===== config.mk =====
export PLATFORM = sky130hd
export DESIGN_NAME = fpadd_rr_sched
export DESIGN_NICKNAME = d
export VERILOG_FILES = /design/src/rtl/fpadd_rr_sched.sv
export SDC_FILE = /design/constraint.sdc
export NUM_CORES = 1
export LEC_CHECK = 0
export ABC_AREA = 0
export ABC_CLOCK_PERIOD_IN_PS = 5000
export CORE_AREA = 10 10 151 153
export CTS_CLUSTER_DIAMETER = 30
export DETAILED_ROUTE_END_ITERATION = 10
export DIE_AREA = 0 0 161 163
export GPL_TIMING_DRIVEN = 0
export PLACE_DENSITY = 0.82
export SETUP_SLACK_MARGIN = 0.15
export SYNTH_ARGS = -nofsm -noshare
export SYNTH_HDL_FRONTEND = slang
export SYNTH_SLANG_ARGS = --single-unit
export TNS_END_PERCENT = 1

===== constraint.sdc =====
create_clock -name clk -period 5 [get_ports clk]
set_input_delay 0.75 -clock clk [delete_from_list [all_inputs] [get_ports clk]]
set_output_delay 0.75 -clock clk [all_outputs]
set_load 0.005 [all_outputs]

===== src/rtl/fpadd_rr_sched.sv =====
// Round-robin scheduler feeding one shared fixed-latency FP adder.
// Operand pairs from NREQ requesters are granted one per cycle, registered
// onto the adder inputs, and a requester tag rides alongside the adder's
// pipeline so each result comes back labelled with its owner.

// Per-requester operand gating: a granted lane drives its (sign-adjusted)
// operands, every other lane drives zero, so the top can OR-reduce.
module fpadd_rr_lane (
    input  logic        gnt,
    input  logic [31:0] a,
    input  logic [31:0] b,
    input  logic        sub,
    output logic [31:0] a_m,
    output logic [31:0] b_m
);
    // Subtraction is a sign flip of b; masking keeps the OR-mux one-hot safe.
    always_comb begin
        a_m = gnt ? a : 32'h0;
        b_m = gnt ? {b[31] ^ sub, b[30:0]} : 32'h0;
    end
endmodule

module fpadd_rr_sched #(
    parameter  int NREQ    = 4,
    parameter  int IDW     = 2,
    parameter  int LATENCY = 5,
    localparam int CNTW    = $clog2(LATENCY + 2)
) (
    input  logic                 clk,
    input  logic                 rst_n,
    input  logic [NREQ-1:0]      req_valid,
    output logic [NREQ-1:0]      req_ready,
    input  logic [32*NREQ-1:0]   req_a,
    input  logic [32*NREQ-1:0]   req_b,
    input  logic [NREQ-1:0]      req_sub,
    input  logic                 hold,
    output logic [31:0]          add_a,
    output logic [31:0]          add_b,
    input  logic [31:0]          add_out,
    output logic                 rsp_valid,
    output logic [IDW-1:0]       rsp_id,
    output logic [31:0]          rsp_data,
    output logic [CNTW-1:0]      inflight,
    output logic                 idle
);

    // Tag pipe: stage k holds the op accepted k edges ago (stage 0 = newest).
    logic [LATENCY:0]               vld_pipe_q, vld_pipe_d;
    logic [LATENCY:0][IDW-1:0]      id_pipe_q, id_pipe_d;

    logic [IDW-1:0]                 ptr_q, ptr_d;
    logic [31:0]                    add_a_q, add_a_d;
    logic [31:0]                    add_b_q, add_b_d;
    logic                           rsp_valid_q, rsp_valid_d;
    logic [IDW-1:0]                 rsp_id_q, rsp_id_d;
    logic [31:0]                    rsp_data_q, rsp_data_d;
    logic [CNTW-1:0]                inflight_q, inflight_d;

    logic [NREQ-1:0]                gnt;
    logic [IDW-1:0]                 gnt_idx;
    logic                           gnt_any;
    logic [IDW-1:0]                 cand;
    logic [NREQ-1:0][31:0]          a_m, b_m;
    logic [31:0]                    a_sel, b_sel;

    // Round-robin search starting just after the last granted requester;
    // hold suppresses every grant in the same cycle.
    always_comb begin
        gnt     = '0;
        gnt_idx = '0;
        gnt_any = 1'b0;
        cand    = '0;
        if (!hold) begin
            for (int k = 1; k <= NREQ; k++) begin
                cand = IDW'((int'(ptr_q) + k) % NREQ);
                if (req_valid[cand] && !gnt_any) begin
                    gnt_any      = 1'b1;
                    gnt[cand]    = 1'b1;
                    gnt_idx      = cand;
                end
            end
        end
    end

    assign req_ready = gnt;

    // One gating lane per requester; the grant is one-hot so OR is a mux.
    for (genvar i = 0; i < NREQ; i++) begin : g_lane
        fpadd_rr_lane u_lane (
            .gnt (gnt[i]),
            .a   (req_a[32*i +: 32]),
            .b   (req_b[32*i +: 32]),
            .sub (req_sub[i]),
            .a_m (a_m[i]),
            .b_m (b_m[i])
        );
    end

    // OR-reduce the masked lane operands into the selected pair.
    always_comb begin
        a_sel = '0;
        b_sel = '0;
        for (int i = 0; i < NREQ; i++) begin
            a_sel = a_sel | a_m[i];
            b_sel = b_sel | b_m[i];
        end
    end

    // Next state: operand capture, tag shift, response capture, occupancy.
    always_comb begin
        add_a_d = add_a_q;
        add_b_d = add_b_q;
        ptr_d   = ptr_q;
        if (gnt_any) begin
            add_a_d = a_sel;
            add_b_d = b_sel;
            ptr_d   = gnt_idx;
        end

        vld_pipe_d   = {vld_pipe_q[LATENCY-1:0], gnt_any};
        id_pipe_d[0] = gnt_idx;
        for (int k = 1; k <= LATENCY; k++) begin
            id_pipe_d[k] = id_pipe_q[k-1];
        end

        // The oldest tag lines up with add_out for that op.
        rsp_valid_d = vld_pipe_q[LATENCY];
        rsp_id_d    = id_pipe_q[LATENCY];
        rsp_data_d  = vld_pipe_q[LATENCY] ? add_out : rsp_data_q;

        // Count down on the edge that raises rsp_valid so the peak stays at
        // LATENCY+1 under back-to-back traffic.
        inflight_d = inflight_q + CNTW'(gnt_any) - CNTW'(vld_pipe_q[LATENCY]);
    end

    // State registers; reset discards anything in flight.
    always_ff @(posedge clk or negedge rst_n) begin
        if (!rst_n) begin
            vld_pipe_q  <= '0;
            id_pipe_q   <= '0;
            ptr_q       <= IDW'(NREQ - 1);
            add_a_q     <= '0;
            add_b_q     <= '0;
            rsp_valid_q <= 1'b0;
            rsp_id_q    <= '0;
            rsp_data_q  <= '0;
            inflight_q  <= '0;
        end else begin
            vld_pipe_q  <= vld_pipe_d;
            id_pipe_q   <= id_pipe_d;
            ptr_q       <= ptr_d;
            add_a_q     <= add_a_d;
            add_b_q     <= add_b_d;
            rsp_valid_q <= rsp_valid_d;
            rsp_id_q    <= rsp_id_d;
            rsp_data_q  <= rsp_data_d;
            inflight_q  <= inflight_d;
        end
    end

    assign add_a     = add_a_q;
    assign add_b     = add_b_q;
    assign rsp_valid = rsp_valid_q;
    assign rsp_id    = rsp_id_q;
    assign rsp_data  = rsp_data_q;
    assign inflight  = inflight_q;
    assign idle      = hold && (inflight_q == '0);

endmodule


======== Yosys cells after proc, flatten, opt, wreduce, memory -nomap -nowiden ========
Index checks and enable logic that the tools add are counted.
storage, ports and cells
  input bits .............................. 299
  register bits ........................... 122
  logic and storage cells ................. 98
operators by class
  bitwise operators ....................... 13
  reductions and logical operators ........ 12
  add/sub/neg operators ................... 6
  mux-type cells .......................... 45
  magnitude comparators ................... 8
operator list
  cell                                                                    count
  32-bit 2-to-1 mux                                                       8
  32-bit OR                                                               6
  4-bit 2-to-1 mux                                                        8
  1-bit 2-to-1 mux                                                        16
  2-bit by 3-bit < comparator with 1-bit output (second input constant)   4
  4-bit OR                                                                3
  2-bit 2-to-1 mux                                                        5
  1-bit binary-select mux with 2-bit select                               4
  1-bit demux with 2-bit select                                           4
  2-bit by 1-bit >= comparator with 1-bit output (second input constant)  4
  1-bit logical AND                                                       8
  2-bit by 1-bit adder with 2-bit output (second input constant)          2
  2-bit adder (second input constant)                                     2
  1-bit bitwise XOR                                                       4
  3-bit by 1-bit adder with 3-bit output                                  1
  1-bit zero test                                                         3
  3-bit zero test                                                         1
  3-bit by 1-bit subtractor with 3-bit output                             1

======== Depth between registers and ports, before layout ========
  word-level depth ........................ 21
  mapped depth ............................ 12

======== Cells and area by module ========
Synthesis repeated with hierarchy kept, for this count alone.
second synthesis, totals
  cells, all modules ...................... 715
  area, all modules ....................... 7173.1 um^2
modules (own cells, without submodules)
  module          sequential area each (um^2)  times used  area each (um^2)  cells each
  fpadd_rr_sched  3055.4                       1           5096.1            431
  fpadd_rr_lane   0.0                          4           519.2             71

======== Worst setup path before layout ========
No wires, ideal clock.
  path type ............................... flip-flop to output port
  start ................................... register ptr_q[0]
  end ..................................... output port req_ready[3]
  cell stages (with the launch flop) ...... 12
  arrival ................................. 2517 ps
  slack ................................... 1733 ps
  data required time ...................... 4250 ps
  buffers on the path ..................... 4
  path through ............................ dfstp_2 > buf_6 > inv_2 > ha_1 > clkbuf_1 > mux2i_1 > a31oi_1 > a31oi_1 > clkbuf_1 > a21oi_1 > nor2_1 > buf_4
on the way
  word-level cells in the longest chain between the ends .. 17
  elaborated cells between the ends (all ways) .. 55
ends and longest elaborated chain
  what                                                                                                    RTL line  RTL
  start, declared                                                                                         51        logic [IDW-1:0] ptr_q, ptr_d;
  start signal, assigned                                                                                  141       ptr_q <= IDW'(NREQ - 1);
  start signal, assigned                                                                                  151       ptr_q <= ptr_d;
  parallel branches: the longest is 15 deep, another holds 2-bit by 3-bit < comparator with 1-bit output  --
  4-bit 2-to-1 mux *                                                                                      76        if (req_valid[cand] && !gnt_any) begin
  4-bit 2-to-1 mux *                                                                                      73        if (!hold) begin
  end, declared                                                                                           32        output logic [NREQ-1:0] req_ready,
Mark *: on every way between the ends. The select of a mux whose other input is x is not followed.

======== Final worst setup path ========
Same ends and word-level chain as after synthesis.

==> impl_metrics.csv <==
group,metric,value,unit
run_status,run_status,"finished clean",
layout,fin_nets,1593,
timing,max_freq,0.214,GHz
global_routing,initial_antenna_violation_count,3,
setup_path,critical_path_peak_fanout,10,
routing,first_iter_violations,1200,
synth,synth.net_count,1169,
layout,layout-area-overhead-vs-synth,62.1,%
power,netSwitchingPower,3.15,mW
global_routing,grt.overflow.total,0,
clock_network,cts_num_sinks,122,
setup_path,cp.required,4250,ps
power,internal-power,4.06,mW
layout,drive_above_1_share,13.1,%
timing,final.min_clock_period,4660,ps
synth,main_combinational_cell_family_by_area_after_synthesis,"compound AO/OA/AOI/OAI gates",
synth,synthesis.area_per_instance,9.38,um^2
timing,slew_headroom,51.6,%
routing,detail_route.first_pass.iterations,10,
timing,grt_setup_unrepaired,"false",
timing,finalSetupViolCount,0,
global_routing,first_global_vias,9878,
die,design.die.area,26200,um^2
placed_design,numPlacedInstances,1534,
power,max-vdd-ir-drop,277,uV
routing,viasPerCell,6.20,
die,fp-row-count,52,
synth,ys_seq_elements,122,
clock_network,clock_path_buffers,2,
synth,library_cell_occupying_the_most_area_in_the_post_synthesis_netlist,"dfrtp_1",
clock_network,numCtsBuffers,17,
power,p_comb_share,60.8,%
clock_network,number_of_buffers_added_to_fix_hold_violations_after_cts,0,
synth,yosys.area_share.xor_xnor,0.869,%
routing,routed_wl,39400,um
clock_network,clk-insertion-delay-late,440,ps
timing,worst-slew-pin-transition,725,ps
clock_network,clk_transition_reported_paths,70,ps
timing,final_min_period_over_clock_period,93.3,%
setup_path,crit_path_start_kind,"flop",
synth,synthesis.instances,859,
hold_path,hold_path_class,"in2async",
die,dieWidth,161,um
timing,timing_max_transition_violations_final,0,
clock_network,tritoncts_clock_tree,"built",
synth,synthMuxAreaShare,6.08,%
synth,simple_gate_area_share_of_the_yosys_netlist,11.3,%
synth,ys_warn_count,0,
global_routing,grt_pass1_wl,58800,um
power,power_density,552,nW/um^2
placed_design,post-place-ws,671,ps
routing,vias,9722,
synth,yosys.cell_types.count,43,
die,initial_utilization,40.5,%
clock_network,h_tree_depth_reported_by_cts,4,
placed_design,detailedPlacementHpwl,30000,um
placed_design,portBuffers,404,
setup_path,worst_setup_path_end_kind,"primary output",
synth,synth-compound-area-share,36.0,%
synth,synth_top_area_share,37.2,%
timing,fin_worst_skew,21.3,ps
power,seq_power_share,22.1,%
setup_path,cp.arrival,3910,ps
synth,mappedNetlistArea,8060,um^2
routing,drc_errors,0,
die,chipHeight,163,um
layout,non_filler_cells_in_the_finished_layout,1569,
clock_network,clk_root_buffer_cell,"clkbuf_16",
synth,seq_total_area_yosys,37.9,%
power,pwr-share-clk,17.1,%
synth,synthTopCellsByArea,"dfrtp_1, a22oi_2, a222oi_1",
timing,timing_hold_violations_final,0,
synth,synthAdderAreaFrac,1.80,%
run,maxCapViolCount,0,
placed_design,place.gp.congestion,0.929,
power,p_leak,4.82,nW
die,core,19900,um^2
die,floorplan.io_pins,406,
global_routing,grt_start_max_net_pins,77,
power,fin_total_pwr,7.21,mW
global_routing,grtUsageTotal,28.3,%
routing,ant_nets,0,
setup_path,criticalPathCategory,"reg2out",
power,power.share.switching,43.7,%
layout,filler_cell_count,1633,
timing,layout_setup_ws,337,ps
routing,route.detailed.wl_per_inst,25.1,um
[power groups by stage]
stage	Clock [mW]	Combinational (mW)	Sequential, mW
after floorplan	0	2.45	1.59
after detailed placement	0	4.31	1.60
after CTS	1.24	4.32	1.59
after global routing	1.30	4.69	1.63
after global placement	0	4.24	1.59
final	1.23	4.39	1.59
[cells in the mapped netlist]
cell and instances:
a32oi_1 1, a22oi_2 60, xnor2_1 3, a21o_1 1, nand3_1 1, dfstp_2 2, buf_1 8, a2111oi_2 1
mux2i_4 3, a221oi_1 64, dfrtp_1 120, and3b_1 1, a31oi_1 67, o2bb2ai_1 1, inv_1 5, a22oi_1 5
nand2b_1 3, a222oi_1 64, nor3_4 1, nor3b_1 2, ha_1 10, xor2_1 5, inv_2 2, o211a_1 2
nor2b_1 1, buf_4 4, a21oi_1 6, mux2_2 34, mux2i_1 1, mux2_4 2, and3_1 6, nor2_1 75
buf_2 16, nand2_1 136, o22ai_1 4, a2111o_1 2, or4_1 1, fa_1 1, o211ai_1 2, clkbuf_1 58
buf_6 9, nor4_1 1, o21ai_0 68
[layer usage]
metal  wire length, um  part of all wire (%)  vias up  global-route usage, %
met1             14800                    38     4658                   33.2
met4              1720                   4.4        0                   14.4
met5                 0                     0        -                      0
met3              4070                    10      111                   8.95
li1                  -                     -     4240                      -
met2             18800                    48      713                   45.9
[cell families after synthesis]
group | after synthesis
and+or+nand+nor | 228
buffers and inverters | 102
xor gates and xnor gates | 8
DFF | 122
AOI/OAI and AO/OA | 348
muxes | 40
adders and majority gates | 11
[critical path: stages, from the launching register on]
cell	delay (ps)
dfstp_2	590
buf_6	180
inv_2	110
ha_1	330
clkbuf_1	370
mux2i_2	390
a31oi_1	70
a31oi_1	300
clkbuf_2	320
a21oi_1	70
nor2_1	120
buf_4	110
clkdlybuf4s50_1	510
[area by class of cell]
type                    count  area, um^2  area share, %
plain buffers              95         460           3.52
well taps                 270         338           2.59
inverters                   7        26.3          0.201
flip-flops and latches    122        3060           23.4
clock inverters            15         155           1.19
repair buffers            405        4070           31.2
clock buffers              17         425           3.26
multi-input cells         635        4520           34.6
diodes                      3        7.51         0.0575
[registers in the layout, summed over array words and instances (netlist names)]
register and flops:
add_a 32, add_b 32, id_pipe_d 10, inflight 3, ptr_q 2, rsp_data 32, rsp_id 2, rsp_id_d 2
rsp_valid 1, vld_pipe_q 6
[cells in the final DEF (no fill, tap or decap), types with 3 or more instances in the layout]
master,count
nand2_1,136
a221oi_1,64
inv_6,4
o22ai_1,4
buf_4,4
buf_1,8
clkinvlp_4,3
a22oi_1,5
buf_2,16
clkbuf_16,17
nand2b_1,3
clkbuf_1,57
inv_8,5
a31oi_1,67
xnor2_1,3
inv_1,5
nor2_1,75
dfrtp_1,120
xor2_1,5
and3_1,6
a222oi_1,64
mux2_2,34
diode_2,3
a22oi_2,60
o21ai_0,68
mux2i_4,3
buf_6,10
ha_1,10
clkdlybuf4s50_1,403
a21oi_1,6
[per-stage QoR]
step                util [%]  setup TNS, ps  hold slack (ps)  area, um^2
finish                  65.6              0              247       13100
global route            65.6              0              274       13100
CTS                     65.6              0              260       13100
detailed placement      62.6              0              335       12500
global placement        62.5        -233230              333       12400
floorplan                  -              0              331        8060
[worst paths after layout]
kind	slack (ps)	start	cells past startpoint	endpoint
max in group asynchronous	3970	rst_n	2	ptr_q[0]
worst max register to register	1420	ptr_q[0]	10	add_a[2]
worst min-delay path	250	rst_n	1	add_a[24]
worst min register to register	340	id_pipe_d[11]	0	rsp_id_d[1]
worst max-delay path	340	ptr_q[0]	12	req_ready[3]
min in group clk	340	id_pipe_d[11]	0	rsp_id_d[1]
[timing repair]
action / 4_1_cts / 5_1_grt
gates resized for setup: 0 / 3
setup endpoints to repair: 0 / 1
buffers inserted: 0 / 0
(Power assumes the default switching activity.)
